$ cat config.mk
export PLATFORM = sky130hd
export DESIGN_NAME = demux_1an_param
export DESIGN_NICKNAME = d
export VERILOG_FILES = /design/src/rtl/demux_1an_param.sv
export SDC_FILE = /design/constraint.sdc
export NUM_CORES = 1
export LEC_CHECK = 0
export ABC_AREA = 1
export CELL_PAD_IN_SITES_DETAIL_PLACEMENT = 0
export CELL_PAD_IN_SITES_GLOBAL_PLACEMENT = 1
export CORE_MARGIN = 1.5
export CORE_UTILIZATION = 42
export CTS_CLUSTER_DIAMETER = 100
export CTS_CLUSTER_SIZE = 30
export DETAILED_ROUTE_END_ITERATION = 7
export PLACE_DENSITY = 0.87
export SLEW_MARGIN = 20
export SYNTH_ARGS = -nofsm -noshare
export SYNTH_HDL_FRONTEND = slang
export SYNTH_SLANG_ARGS = --single-unit
export TNS_END_PERCENT = 1
$ cat constraint.sdc
create_clock -name clk_2f -period 2.27 [get_ports clk_2f]
set_input_delay 0.454 -clock clk_2f [delete_from_list [all_inputs] [get_ports clk_2f]]
set_output_delay 0.454 -clock clk_2f [all_outputs]
set_load 0.01 [all_outputs]
$ cat src/rtl/demux_1an_param.sv
// Parametrised 1-to-N demultiplexer with a per-channel FIFO and valid/ready handshakes.
// Optional build macro DEMUX_EXT_SEL_EN: the target channel comes from sel_in instead of the round-robin pointer.
module demux_1an_param #(
    parameter int WIDTH = 8,
    parameter int N_OUT = 4,
    parameter int DEPTH = 2
) (
    input  logic                       clk_2f,
    input  logic                       reset,
    input  logic                       valid_in,
    output logic                       ready_in,
    input  logic [WIDTH-1:0]           data_in,
`ifdef DEMUX_EXT_SEL_EN
    input  logic [$clog2(N_OUT)-1:0]   sel_in,
`endif
    output logic [N_OUT-1:0]           valid_out,
    input  logic [N_OUT-1:0]           ready_out,
    output logic [N_OUT*WIDTH-1:0]     data_out,
    output logic [$clog2(N_OUT)-1:0]   sel_ptr
);

    localparam int SW = $clog2(N_OUT);
    localparam int PW = $clog2(DEPTH);
    localparam int CW = PW + 1;

    logic [CW-1:0]    cnt_q    [N_OUT];
    logic [CW-1:0]    cnt_d    [N_OUT];
    logic [PW-1:0]    wr_ptr_q [N_OUT];
    logic [PW-1:0]    wr_ptr_d [N_OUT];
    logic [PW-1:0]    rd_ptr_q [N_OUT];
    logic [PW-1:0]    rd_ptr_d [N_OUT];
    logic [WIDTH-1:0] mem_q    [N_OUT][DEPTH];

    logic [SW-1:0]    target_s;
    logic             push_s;
    logic [N_OUT-1:0] push_ch_s;
    logic [N_OUT-1:0] pop_ch_s;

`ifdef DEMUX_EXT_SEL_EN
    assign target_s = sel_in;
    assign sel_ptr  = sel_in;
`else
    logic [SW-1:0] sel_ptr_q;
    logic [SW-1:0] sel_ptr_d;

    assign target_s = sel_ptr_q;
    assign sel_ptr  = sel_ptr_q;

    // Round-robin pointer moves only when a word is actually accepted.
    always_comb begin
        sel_ptr_d = sel_ptr_q;
        if (push_s) begin
            sel_ptr_d = sel_ptr_q + SW'(1);
        end else begin
            sel_ptr_d = sel_ptr_q;
        end
    end

    // Round-robin pointer register.
    always_ff @(posedge clk_2f or posedge reset) begin
        if (reset) begin
            sel_ptr_q <= '0;
        end else begin
            sel_ptr_q <= sel_ptr_d;
        end
    end
`endif

    // Accept/pop decisions and next FIFO bookkeeping; ready_in looks only at pre-pop counts.
    always_comb begin
        ready_in  = (cnt_q[target_s] < CW'(DEPTH));
        push_s    = valid_in && ready_in;
        push_ch_s = '0;
        pop_ch_s  = '0;
        for (int i = 0; i < N_OUT; i++) begin
            push_ch_s[i] = push_s && (target_s == SW'(i));
            pop_ch_s[i]  = (cnt_q[i] != '0) && ready_out[i];
            cnt_d[i]     = cnt_q[i];
            wr_ptr_d[i]  = push_ch_s[i] ? (wr_ptr_q[i] + PW'(1)) : wr_ptr_q[i];
            rd_ptr_d[i]  = pop_ch_s[i]  ? (rd_ptr_q[i] + PW'(1)) : rd_ptr_q[i];
            case ({push_ch_s[i], pop_ch_s[i]})
                2'b10:   cnt_d[i] = cnt_q[i] + CW'(1);
                2'b01:   cnt_d[i] = cnt_q[i] - CW'(1);
                default: cnt_d[i] = cnt_q[i];
            endcase
        end
    end

    // Output view of each channel: non-empty flag and head word.
    always_comb begin
        valid_out = '0;
        data_out  = '0;
        for (int i = 0; i < N_OUT; i++) begin
            valid_out[i]                = (cnt_q[i] != '0);
            data_out[i*WIDTH +: WIDTH]  = mem_q[i][rd_ptr_q[i]];
        end
    end

    // Counts and pointers; contents are discarded by clearing these.
    always_ff @(posedge clk_2f or posedge reset) begin
        if (reset) begin
            for (int i = 0; i < N_OUT; i++) begin
                cnt_q[i]    <= '0;
                wr_ptr_q[i] <= '0;
                rd_ptr_q[i] <= '0;
            end
        end else begin
            for (int i = 0; i < N_OUT; i++) begin
                cnt_q[i]    <= cnt_d[i];
                wr_ptr_q[i] <= wr_ptr_d[i];
                rd_ptr_q[i] <= rd_ptr_d[i];
            end
        end
    end

    // FIFO storage, intentionally not reset.
    always_ff @(posedge clk_2f) begin
        for (int i = 0; i < N_OUT; i++) begin
            if (push_ch_s[i]) begin
                mem_q[i][wr_ptr_q[i]] <= data_in;
            end
        end
    end

endmodule

## After elaboration in Yosys (flattened, before gate mapping)

Memories as Yosys holds them, arrays and structs flattened.
Cells that the tools add are included.

| storage, ports and cells | value |
|---|---|
| logic and storage cells | 134 |
| memory bits (writable) | 64 |
| input bits | 15 |
| register bits after elaboration | 18 |
| memories | 1 |

| cells by class | value |
|---|---|
| bitwise operators | 9 |
| equal/unequal tests | 11 |
| add/subtract/negate cells | 17 |
| magnitude comparators | 14 |
| reduce and logical (&&, ||, !) cells | 25 |
| muxes and demuxes | 44 |

Memories:

| name | words | width | read ports | clocked after Yosys merged registers in | write ports | RTL line | RTL |
|---|---|---|---|---|---|---|---|
| mem_q | 4 | 16 | 4 | 0 | 1 | 32 | `logic [WIDTH-1:0] mem_q [N_OUT][DEPTH];` |

Operator list:

| cell | count |
|---|---|
| 2-to-1 mux 16 bit | 10 |
| 2-to-1 mux 8 bit | 16 |
| OR reduction 16 bit | 3 |
| demux 8 bit (select 1 bit) | 4 |
| >= comparator 2 bit, second input constant | 8 |
| NOT 1 -> 2 bit | 8 |
| one-hot mux 2 bit (2 select lines) | 4 |
| nonzero test 2 bit | 8 |
| logical AND 1 bit | 13 |
| equality test 2 bit, second input constant | 6 |
| adder 2 x 1 -> 2 bit, second input constant | 5 |
| equality test 2 x 1 -> 1 bit, second input constant | 5 |
| 2-to-1 mux 2 bit | 5 |
| adder 1 bit, second input constant | 8 |
| < comparator 2 x 1 -> 1 bit, second input constant | 4 |
| subtractor 2 x 1 -> 2 bit, second input constant | 4 |
| binary-select mux 2 bit (select 2 bit) | 1 |
| 2-to-1 mux 1 bit | 4 |
| >= comparator 3 bit, second input constant | 1 |
| NOT 2 -> 3 bit | 1 |
| zero test 2 bit | 1 |
| < comparator 2 bit, second input constant | 1 |

## Depth between registers and ports, before layout

| logic depth | value |
|---|---|
| depth after elaboration | 13 |
| depth in mapped cells | 10 |
| depth with buffers taken out | 9 |

## Worst setup path before layout

Ideal clock, no wire load.

| timing path | value |
|---|---|
| path kind | register to register |
| start | register sel_ptr_q[0] (netlist: sel_ptr[0]) |
| end | register cnt_q[7] in the netlist's numbering |
| library setup time | 0.131 ns |
| arrival | 1.642 ns |
| path buffers | 1 |
| stages on the path, launching flop included | 11 |
| path slack | 0.497 ns |
| period minus slack after synthesis | 1.773 ns |
| path through | dfrtp_1 -> inv_2 -> nand2_1 -> nand3_2 -> nand2_4 -> buf_12 -> nand3_4 -> ha_1 -> a21oi_1 -> o21ai_0 -> xor2_1 |

| on the way | value |
|---|---|
| word-level cells in the longest chain between the ends | 9 |

Ends and longest elaborated chain:

| what | RTL line | RTL |
|---|---|---|
| start: declaration | 43 | `logic [SW-1:0] sel_ptr_q;` |
| start signal: assignment | 64 | `sel_ptr_q <= sel_ptr_d;` |
| NOT 2 -> 3 bit (implied by the code) * | 71 | `ready_in = (cnt_q[target_s] < CW'(DEPTH));` |
| binary-select mux 2 bit (select 2 bit) * | 71 |  |
| 2-to-1 mux 2 bit (implied by the code) * (2 in series) | 71 |  |
| < comparator 2 bit * | 71 |  |
| net ready_in | 11 | `output logic ready_in,` |
| logical AND 1 bit * | 72 | `push_s = valid_in && ready_in;` |
| logical AND 1 bit * | 76 | `push_ch_s[i] = push_s && (target_s == SW'(i));` |
| equality test 2 x 1 -> 1 bit or equality test 2 bit (tied branches) | 81 | `case ({push_ch_s[i], pop_ch_s[i]})` |
| one-hot mux 2 bit (2 select lines) or nonzero test 2 bit (tied branches) | n/a |  |
| end signal: indexed assignment | 109 | `cnt_q[i] <= cnt_d[i];` |
| end: declaration | 26 | `logic [CW-1:0] cnt_q [N_OUT];` |

Mark *: on every way through the listed nets, which the timed path passes. The rest lies on a longest branch. The select of a mux whose other input is x is not followed.
A chain may end at the register's enable or synchronous reset.

## Worst setup path in the final report

| timing path | value |
|---|---|
| start | register rd_ptr_q[2] in the netlist's numbering |
| end | output data_out[12] |

| on the way | value |
|---|---|
| word-level cells in the longest chain between the ends | 4 |

Ends and longest elaborated chain:

| what | RTL line | RTL |
|---|---|---|
| start: declaration | 30 | `logic [PW-1:0] rd_ptr_q [N_OUT];` |
| start signal: indexed assignment | 111 | `rd_ptr_q[i] <= rd_ptr_d[i];` |
| NOT 1 -> 2 bit (implied by the code) | 95 | `data_out[i*WIDTH +: WIDTH] = mem_q[i][rd_ptr_q[i]];` |
| 2-to-1 mux 8 bit (implied by the code) (3 in series) | 95 |  |
| end: declaration | 18 | `output logic [N_OUT*WIDTH-1:0] data_out,` |

Every way passes these cells. The select of a mux whose other input is x is not followed.

==> impl_metrics.toml <==
[critical_path]
end_kind = "primary output"
cpMostUsedCell = "nand2_1"
cpPeakStageDelay_ns = 0.47
startpoint = "rd_ptr_q[2]$_DFFE_PP0P_"
worstPathRequired_ns = 1.82
path_max_fanout = 9
cp_slowest_cell = "clkdlybuf4s50_1"
timing.rr.start = "sel_ptr[1]$_DFFE_PP0P_"
r2r_slack_ns = 0.38
crit_type = "reg2out"
path_cells = "clkinv_1 -> nand2_1 -> nand2_1 -> clkdlybuf4s50_1"
startpoint_type = "flip-flop"
arrival_ns = 1.65

[power]
design_power_total_mw = 5.261
leakage_nw = 1.790
powerDensity_mw_per_mm2 = 1233
vdd_drop_max_v = 0.0006201

[hold_path]
hold_class = "in2async"

[final_layout]
diodes = 0
fillers = 646
final_util_pct = 55.21
area_growth_pct = 27.10
drive_above_1_share_pct = 12.18
design_area_sq_mm = 0.004267
final_cells = 455
nets = 371

[drt]
ant_nets = 0
firstDrtPassIters = 4
post_drt_wl_per_cell_um = 14.19
detailedRoute.firstIterationViolations = 95
num_vias = 2135
drc_errors = 0
vias_per_cell = 4.692
wl_um = 6455

[floorplan]
die-area_sq_mm = 0.008538
die_w_um = 92.40
coreArea_sq_mm = 0.007727
die_h_um = 92.40
io_pins = 54
placementRows = 32
start_util_pct = 43.44

[cts]
clk-insertion-delay-late_ns = 0.35
cts_made_buffers = 9
clock_path_buffers = 2
cts_tree = "done"
cts.sinks = 82
htree_levels = 3
root_buffer = "clkbuf_8"
path_clk_slew_ns = 0.08

[global_routing]
grt_pass1_wl_um = 10620
grt_overflow = 0
grt_util_all_layers_pct = 16.71
grt_start_max_net_pins = 19
first_global_vias = 2164
antenna_found_initial = 0

[sta]
rsz0062_at_grt = "false"
slew_headroom_pct = 71.35
skew_ns = 0.009832
worst_pin_slew_ns = 0.4284
fin_tns_setup_ns = 0
min_period_ns = 2.100
setup_violations = 0
finalMaxSlewViolations = 0
period_share_pct = 92.52
timing.fmax_mhz = 476.1
hold_viol = 0

[yosys]
synth-edff-count = 64
syn_nets = 300
synth_common_cells = "nand2_1, edfxtp_1, dfrtp_1, inv_1"
yosysUniqueCellTypes = 23
ys_async_sr_fraction_pct = 21.95
yosys_warnings = 0
postSynthAreaPerCell_sq_um = 12.12
synth.cell_area_sq_mm = 0.003357
synthTopCellsByArea = "edfxtp_1, dfrtp_1, nand2_1"
netlist.top_cell.by_area = "edfxtp_1"
synthesis.instances = 277
yosysMostFrequentCell = "nand2_1"
ys_ff_latch = 82
ys.flop_type = "edfxtp_1"
synth_seq_area_share_pct = 70.67
synth_top_area_share_pct = 57.25

[placed_design]
place.port_buffers = 53
hpwl_um = 4365
globalplace.congestion = 0.7185
place_area_sq_mm = 0.004063
place_inst = 437

[status]
status = "complete, no violations"

[run]
max_cap_viol_count = 0
## cell type report
cell class	instances	area, sq um	area share (%)
inverter	23	90.09	2.111
clock buffer	11	141.4	3.314
timing repair buffer	66	643.1	15.07
multi-input combinational	166	859.6	20.15
sequential	82	2375	55.66
tap	102	127.6	2.991
clock inverter	5	30.03	0.7038
## worst max-delay path, delay by kind of cell (launching register included)
kind / cells / cell delay (ns)
buf+inv: 2 / 0.73
flops: 1 / 0.36
simple gates: 2 / 0.21
## timing repair
item	CTS	global route
setup buffers	0	2
setup endpoints to repair	1	2
hold buffers	0	0
gates resized for setup	2	3
## path summary, 6_finish.rpt
| check | depth (start not counted) | endpoint |
|---|---|---|
| worst max-delay path | 4 | data_out[12] |
| worst min register to register | 2 | wr_ptr_q[3]$_DFFE_PP0P_ |
| worst min-delay path | 3 | wr_ptr_q[1]$_DFFE_PP0N_ |
| max in group asynchronous | 3 | sel_ptr[1]$_DFFE_PP0P_ |
| worst max register to register | 8 | cnt_q[1]$_DFFE_PP0P_ |
| min in group clk_2f | 2 | wr_ptr_q[3]$_DFFE_PP0P_ |
## state kept, by name, indices dropped and copies added (netlist names)
name	cells
sel_ptr	2
wr_ptr_q	4
mem_q	64
cnt_q	8
rd_ptr_q	4
## placed cells by master (no fill, tap or decap), types with 8 or more instances in the layout
master	instances
edfxtp_1	64
clkdlybuf4s50_1	52
clkbuf_8	10
inv_1	18
buf_4	12
ha_1	8
xor2_1	8
nand2_1	116
dfrtp_1	16
## power breakdown
part | total [mW] | internal (mW) | switching [mW] | leakage, nW
registers | 2.10 | 1.93 | 0.168 | 0.790
logic | 2.23 | 1.06 | 1.17 | 0.914
clock network | 0.929 | 0.422 | 0.507 | 0.0867
total | 5.26 | 3.41 | 1.85 | 1.79
## stage by stage
stage / worst slack, ns / hold slack (ns)
after floorplan: 0.4968 / 0.3926
after global placement: 0.2387 / 0.4534
after detailed placement: 0.1386 / 0.4634
after CTS: 0.01587 / 0.4197
after global routing: 0.04893 / 0.4583
final: 0.1698 / 0.4292
## layer usage
layer	wire, um	GRT usage (%)	vias to the layer above
li1	-	-	1044
met1	2923	21.65	1036
met2	3205	27.45	48
met3	251	3.530	7
met4	74	6.538	0
met5	0	0	-
## logic make-up after synthesis
logic type | synth area share [%]
AOI/OAI and AO/OA | 1.193
and+or+nand+nor | 18.04
xor gates and xnor gates | 3.131
adders and majority gates | 2.982
DFF | 70.67
buffers and inverters | 3.988
Note: power is estimated with default switching activity, not from simulation.
